[src/rtl/rb_param_if.sv]
// Decode/writeback-facing bundle for rb_param: read, write, reserve, busy and debug signals.
// The master drives indices, strobes and write data; the slave returns read data, busy flags and the debug tap.
interface rb_param_if #(
  parameter int DATA_W = 32,
  parameter int ADDR_W = 4,
  parameter int DBG_W  = 16
);
  logic              enable;
  logic              read;
  logic [ADDR_W-1:0] rs;
  logic [ADDR_W-1:0] rt;
  logic [DATA_W-1:0] out1;
  logic [DATA_W-1:0] out2;
  logic              write;
  logic [ADDR_W-1:0] rd;
  logic [DATA_W-1:0] in1;
  logic              reserve;
  logic [ADDR_W-1:0] reserve_idx;
  logic              rs_busy;
  logic              rt_busy;
  logic [ADDR_W-1:0] dbg_sel;
  logic [DBG_W-1:0]  dbg_out;

  modport master (
    output enable, read, rs, rt, write, rd, in1, reserve, reserve_idx, dbg_sel,
    input  out1, out2, rs_busy, rt_busy, dbg_out
  );

  modport slave (
    input  enable, read, rs, rt, write, rd, in1, reserve, reserve_idx, dbg_sel,
    output out1, out2, rs_busy, rt_busy, dbg_out
  );
endinterface

[src/rtl/rb_param.sv]
// Parametrised register bank: 2 read ports, 1 write port, write bypass, optional zero register, busy scoreboard, debug tap.
// Read data is registered (1 cycle); busy flags and debug tap are combinational; no backpressure, every fired request is taken.
module rb_param #(
  parameter int DATA_W   = 32,
  parameter int ADDR_W   = 4,
  parameter int ZERO_REG = 1,
  parameter int DBG_W    = 16
) (
  input  logic        clk,
  input  logic        reset_all,
  rb_param_if.slave   bus
);
  localparam int DEPTH    = 1 << ADDR_W;
  localparam bit HAS_ZERO = (ZERO_REG != 0);

  logic [DATA_W-1:0] regs_q [DEPTH];
  logic [DATA_W-1:0] regs_d [DEPTH];
  logic [DEPTH-1:0]  busy_q;
  logic [DEPTH-1:0]  busy_d;
  logic [DATA_W-1:0] out1_q;
  logic [DATA_W-1:0] out1_d;
  logic [DATA_W-1:0] out2_q;
  logic [DATA_W-1:0] out2_d;

  logic wr_fire;
  logic rd_fire;
  logic rsv_fire;
  logic wr_eff;
  logic rsv_eff;

  // Read source: hard zero, then same-cycle write data, then stored value.
  function automatic logic [DATA_W-1:0] src_sel(
    input logic [ADDR_W-1:0] idx,
    input logic [DATA_W-1:0] stored,
    input logic              byp_en,
    input logic [ADDR_W-1:0] wr_idx,
    input logic [DATA_W-1:0] wr_dat
  );
    logic [DATA_W-1:0] res;
    res = stored;
    if (byp_en && (wr_idx == idx)) begin
      res = wr_dat;
    end
    if (HAS_ZERO && (idx == '0)) begin
      res = '0;
    end
    return res;
  endfunction

  always_comb begin
    wr_fire  = bus.write & bus.enable;
    rd_fire  = bus.read & bus.enable;
    rsv_fire = bus.reserve & bus.enable;
    wr_eff   = wr_fire & ~(HAS_ZERO & (bus.rd == '0));
    rsv_eff  = rsv_fire & ~(HAS_ZERO & (bus.reserve_idx == '0));
  end

  always_comb begin
    for (int i = 0; i < DEPTH; i++) begin
      regs_d[i] = regs_q[i];
    end
    if (wr_eff) begin
      regs_d[bus.rd] = bus.in1;
    end
  end

  // Clear first so a reserve to the same index wins over the completing write.
  always_comb begin
    busy_d = busy_q;
    if (wr_fire) begin
      busy_d[bus.rd] = 1'b0;
    end
    if (rsv_eff) begin
      busy_d[bus.reserve_idx] = 1'b1;
    end
  end

  always_comb begin
    out1_d = out1_q;
    out2_d = out2_q;
    if (rd_fire) begin
      out1_d = src_sel(bus.rs, regs_q[bus.rs], wr_eff, bus.rd, bus.in1);
      out2_d = src_sel(bus.rt, regs_q[bus.rt], wr_eff, bus.rd, bus.in1);
    end
  end

  always_ff @(posedge clk) begin
    if (reset_all) begin
      for (int i = 0; i < DEPTH; i++) begin
        regs_q[i] <= '0;
      end
      busy_q <= '0;
      out1_q <= '0;
      out2_q <= '0;
    end else begin
      for (int i = 0; i < DEPTH; i++) begin
        regs_q[i] <= regs_d[i];
      end
      busy_q <= busy_d;
      out1_q <= out1_d;
      out2_q <= out2_d;
    end
  end

  assign bus.out1    = out1_q;
  assign bus.out2    = out2_q;
  // A completing write hides the hazard in the same cycle, matching the data bypass.
  assign bus.rs_busy = busy_q[bus.rs] & ~(wr_eff & (bus.rd == bus.rs));
  assign bus.rt_busy = busy_q[bus.rt] & ~(wr_eff & (bus.rd == bus.rt));
  assign bus.dbg_out = regs_q[bus.dbg_sel][DBG_W-1:0];
endmodule
[src/flat_wrapper.sv]
// flat-port wrapper written by rule: the top's interface ports become plain ports
module rb_param_flat 
#(
  parameter int DATA_W   = 32,
  parameter int ADDR_W   = 4,
  parameter int ZERO_REG = 1,
  parameter int DBG_W    = 16
)
  (clk, reset_all, bus_enable, bus_read, bus_rs, bus_rt, bus_write, bus_rd, bus_in1, bus_reserve, bus_reserve_idx, bus_dbg_sel, bus_out1, bus_out2, bus_rs_busy, bus_rt_busy, bus_dbg_out);
  rb_param_if #(.DATA_W(DATA_W), .ADDR_W(ADDR_W), .DBG_W(DBG_W)) bus_i ();
  input  logic clk;
  input  logic reset_all;
  input wire logic [$bits(bus_i.enable)-1:0] bus_enable;
  input wire logic [$bits(bus_i.read)-1:0] bus_read;
  input wire logic [$bits(bus_i.rs)-1:0] bus_rs;
  input wire logic [$bits(bus_i.rt)-1:0] bus_rt;
  input wire logic [$bits(bus_i.write)-1:0] bus_write;
  input wire logic [$bits(bus_i.rd)-1:0] bus_rd;
  input wire logic [$bits(bus_i.in1)-1:0] bus_in1;
  input wire logic [$bits(bus_i.reserve)-1:0] bus_reserve;
  input wire logic [$bits(bus_i.reserve_idx)-1:0] bus_reserve_idx;
  input wire logic [$bits(bus_i.dbg_sel)-1:0] bus_dbg_sel;
  output wire logic [$bits(bus_i.out1)-1:0] bus_out1;
  output wire logic [$bits(bus_i.out2)-1:0] bus_out2;
  output wire logic [$bits(bus_i.rs_busy)-1:0] bus_rs_busy;
  output wire logic [$bits(bus_i.rt_busy)-1:0] bus_rt_busy;
  output wire logic [$bits(bus_i.dbg_out)-1:0] bus_dbg_out;
  assign bus_i.enable = bus_enable;
  assign bus_i.read = bus_read;
  assign bus_i.rs = bus_rs;
  assign bus_i.rt = bus_rt;
  assign bus_i.write = bus_write;
  assign bus_i.rd = bus_rd;
  assign bus_i.in1 = bus_in1;
  assign bus_i.reserve = bus_reserve;
  assign bus_i.reserve_idx = bus_reserve_idx;
  assign bus_i.dbg_sel = bus_dbg_sel;
  assign bus_out1 = bus_i.out1;
  assign bus_out2 = bus_i.out2;
  assign bus_rs_busy = bus_i.rs_busy;
  assign bus_rt_busy = bus_i.rt_busy;
  assign bus_dbg_out = bus_i.dbg_out;
  rb_param #(.DATA_W(DATA_W), .ADDR_W(ADDR_W), .ZERO_REG(ZERO_REG), .DBG_W(DBG_W)) u_core (.clk(clk), .reset_all(reset_all), .bus(bus_i));
endmodule
[config.mk]
export PLATFORM = sky130hd
export DESIGN_NAME = rb_param_flat
export DESIGN_NICKNAME = d
export VERILOG_FILES = /design/src/rtl/rb_param_if.sv /design/src/rtl/rb_param.sv /design/src/flat_wrapper.sv
export SDC_FILE = /design/constraint.sdc
export NUM_CORES = 2
export LEC_CHECK = 0
export CORE_ASPECT_RATIO = 1.1
export CORE_MARGIN = 2
export CORE_UTILIZATION = 25
export CTS_BUF_LIST = sky130_fd_sc_hd__clkbuf_8
export DETAILED_ROUTE_END_ITERATION = 6
export PLACE_DENSITY_LB_ADDON = 0.05
export SLEW_MARGIN = 20
export SYNTH_ARGS = -nofsm -noshare
export SYNTH_HDL_FRONTEND = slang
export SYNTH_SLANG_ARGS = --single-unit
[constraint.sdc]
create_clock -name clk -period 6.75 [get_ports clk]
set_clock_uncertainty 0.15 [all_clocks]
set_input_delay 1.35 -clock clk [delete_from_list [all_inputs] [get_ports clk]]
set_output_delay 1.35 -clock clk [all_outputs]
set_load 0.01 [all_outputs]
==> metrics.txt <==
outcome finished, final reports clean; fin worst setup slack around 1200 ps; Tcrit/Tclk final 0.823; vias between 20000 and 30000; CP arrival a little over 4000 ps; first-pass GRT wire length between 200000 and 250000 um; switching share of power 0.292; Synth area leader dfxtp_1; CTS Buf Count between 100 and 150; grt total ovfl 0; clk_lat worst skew 850 ps; Synth Warn # 0; post-synth top area share 0.374; Netlist cell types 41; Top cell by count, worst path clkdlybuf4s50_1; Seq pwr share 0.433; final HPWL from detailed placement approximately 100000 um; Slew @ Worst Pin ~1100 ps; total length of routed wires between 150000 and 200000 um; crit-path cells clkdlybuf4s50_1 -> nand2_1 -> or4_2 -> or2_4 -> o211a_1 -> clkdlybuf4s50_1; Area contributors post-synth dfxtp_1, nand2_1, mux2i_1; Buf/Inv on CP 2; Post-Synth Adder-Cell Area 0; num ports 140; Die ar. ~0.13 mm2; mux contribution to synthesized area 0.231; post-synthesis cell count 3700; slowest library cell on the worst path clkdlybuf4s50_1; syn_nets 3758; switching power approximately 2.4 mW; Fin. Hold Viols 0; Vias/cell ~5.3; post-route ant nets 0; required time worst endpoint between 5000 and 6000 ps; family with the most delay on the worst path buffers and inverters; critical path's largest stage delay 860 ps; Die X 343 um; mean area per synthesized cell around 8.6 um2; core area 0.125 mm2; setup TNS 0 ps; post-cts resize count 0; initial core utilization 0.253; Yosys reg bits roughly 590; crit path capture type output port; final slew viol count 0; maxcap violations 0; combinational power share 0.092; main combinational cell family by area after synthesis multiplexers; Clock Sinks slightly below 600; share of cells above drive strength 1 0.142; register area share after synthesis 0.374; post-synthesis compound-gate area fraction 0.171; asr flop ratio synth 0; CTS Buffer Depth 3; max frequency between 0.15 and 0.2 GHz; Post-Synth XOR/XNOR Area 0.00221; post-CTS setup buffers 0; Post-Place Cells 5187; initial antenna violation count 9; number of synthesized flops with an enable pin 0; largest net degree at the start of global routing 151; Final Util 0.294; type of the worst min-delay path register to register; TritonRoute pass-1 iters 7; Pint ~5.8 mW; critical path type input pin to output port; crit-path max FO 11; Post-Synthesis Cell Area between 0.03 and 0.04 mm2; CTS hold repair buffers 0; Area Growth Syn to Fin 16.5%; simple-gate share of the synthesized area 0.171; Place WS between 1000 and 1500 ps; DR iter-0 viols ~2200; Fillers between 10000 and 15000; Nets 3706; Worst setup SP type input pin; vias in the first global route 28700; main flop type after synthesis dfxtp_1; part of the power in the clock network 0.475; Die H between 300 and 400 um; final instance area about 0.037 mm2; wire length per cell a little over 30 um; RSZ-0062 raised after global routing no; final std cells w/o fill about 5400; Setup-failing EPs final 0; CTS tree done; crit path time final 5550 ps; Post-DP Area about 0.034 mm2; P_leak roughly 12 nW; row count between 100 and 150; worst-case vdd ir drop 0.121 mV; overall global routing resource usage 0.254; DRC viols 0; clk slew on worst S/H paths 60 ps; Port Buf Inserts ~140; H-tree Lvls 3; Pwr Density 222 mW/mm2; relative slew slack 0.270; Clock Root Buffer clkbuf_8; RD Place Congestion between 0.7 and 0.8
## stage by stage
| step | power (mW) | hold WS (ps) |
|---|---|---|
| 6_report | 8.18 | 318 |
| 5_1_grt | 8.45 | 336 |
| 4_1_cts | 8.29 | 321 |
| 3_5_place_dp | 4.37 | 312 |
| 3_3_place_gp | 4.37 | 304 |
| 2_1_floorplan | 4.03 | 284 |
## sequential cells by signal (all words and copies together) (netlist names)
signal           count
u_core.bus.out2     32
u_core.busy_q       16
u_core.regs_q      512
u_core.bus.out1     32
## final timing paths
check	start	endpoint	slack [ps]	cells after the start
worst max-delay path	bus_enable	bus_rt_busy	1200	6
worst min-delay path	u_core.regs_q[11][26]	u_core.regs_q[11][26]	320	2
worst max register to register	u_core.regs_q[2][29]	u_core.bus.out1[29]	4990	4
worst min register to register	u_core.regs_q[11][26]	u_core.regs_q[11][26]	320	2
## worst min-delay path, delay by kind of cell, from the launching register on
family           cells  cell delay (ps)
flip-flops           1              320
AND/OR/NAND/NOR      1               50
AO/OA/AOI/OAI        1               50
## synth_stat cells (3+ instances only)
master and count:
a21oi_1 482, a22oi_1 11, a32oi_1 10, a32oi_2 58, buf_1 17, buf_2 54
buf_6 8, clkbuf_1 315, dfxtp_1 592, mux2i_1 386, mux4_2 152, nand2_1 1107
nand2b_1 3, nand3_1 6, nand3b_1 4, nor2_1 91, nor2b_1 38, nor3_1 6
nor4_1 66, o22ai_1 128, o2bb2ai_1 64, o31ai_1 64, or3b_2 4, xnor2_1 4
xor2_1 4
## cells in the final DEF, fill, tap and decap left out, drive strengths merged, types with 2 or more instances in the layout
master | netlist | final
clkbuf | 315 | 158
nor3 | 6 | 6
clkdlybuf4s50 | 0 | 129
xor2 | 4 | 4
mux2i | 386 | 386
o2bb2ai | 64 | 64
nor2b | 38 | 38
o21a | 2 | 2
a22oi | 11 | 11
nand4b | 2 | 2
or3 | 2 | 2
mux2 | 2 | 2
clkinv | 0 | 7
o31ai | 64 | 64
diode | 0 | 6
mux4 | 152 | 152
nand3b | 4 | 4
inv | 2 | 50
o22ai | 128 | 128
a21oi | 482 | 482
clkinvlp | 0 | 2
or2 | 2 | 2
and4b | 2 | 2
or4 | 2 | 2
nor2 | 91 | 91
nand3 | 6 | 6
xnor2 | 4 | 4
buf | 80 | 97
nor4 | 66 | 66
nand2b | 3 | 3
a32oi | 68 | 68
nand2 | 1107 | 1107
o211a | 2 | 2
and2 | 2 | 2
dfxtp | 592 | 592
or3b | 4 | 4
## cell families (layout without fill, tap and decap cells)
group           count (synthesis)  after routing
compound gates                821            821
xor+xnor                        8              8
buf+inv                       397            443
flops                         592            592
mux                           540            540
other cells                     0              6
simple gates                 1342           1342
## per-layer routing
| metal | track usage | wire [um] | part of all wire | vias up |
|---|---|---|---|---|
| met5 | 0 | 38 | 0.00023 | - |
| met2 | 0.426 | 80200 | 0.48 | 759 |
| met3 | 0.0336 | 7140 | 0.043 | 198 |
| li1 | - | - | - | 13100 |
| met1 | 0.339 | 75900 | 0.45 | 14700 |
| met4 | 0.0742 | 4040 | 0.024 | 6 |
## layout make-up
cell class	instances	area [um2]	share of cell area
Clock inverter	57	263	0.00712
Timing Repair Buffer	226	2110	0.0573
Antenna cell	6	15.0	0.000407
Clock buffer	158	2170	0.0589
Inverter	2	7.51	0.000203
Tap cell	1656	2070	0.0562
Multi-Input combinational cell	2711	18400	0.499
Sequential cell	592	11900	0.321
## power groups by stage
stage	logic, mW	registers [mW]	clock network, mW
5_1_grt	0.777	3.54	4.13
3_3_place_gp	0.749	3.62	0
2_1_floorplan	0.421	3.61	0
4_1_cts	0.751	3.54	3.99
3_5_place_dp	0.751	3.62	0
6_report	0.753	3.54	3.89
Note: power is estimated with default switching activity, not from simulation.
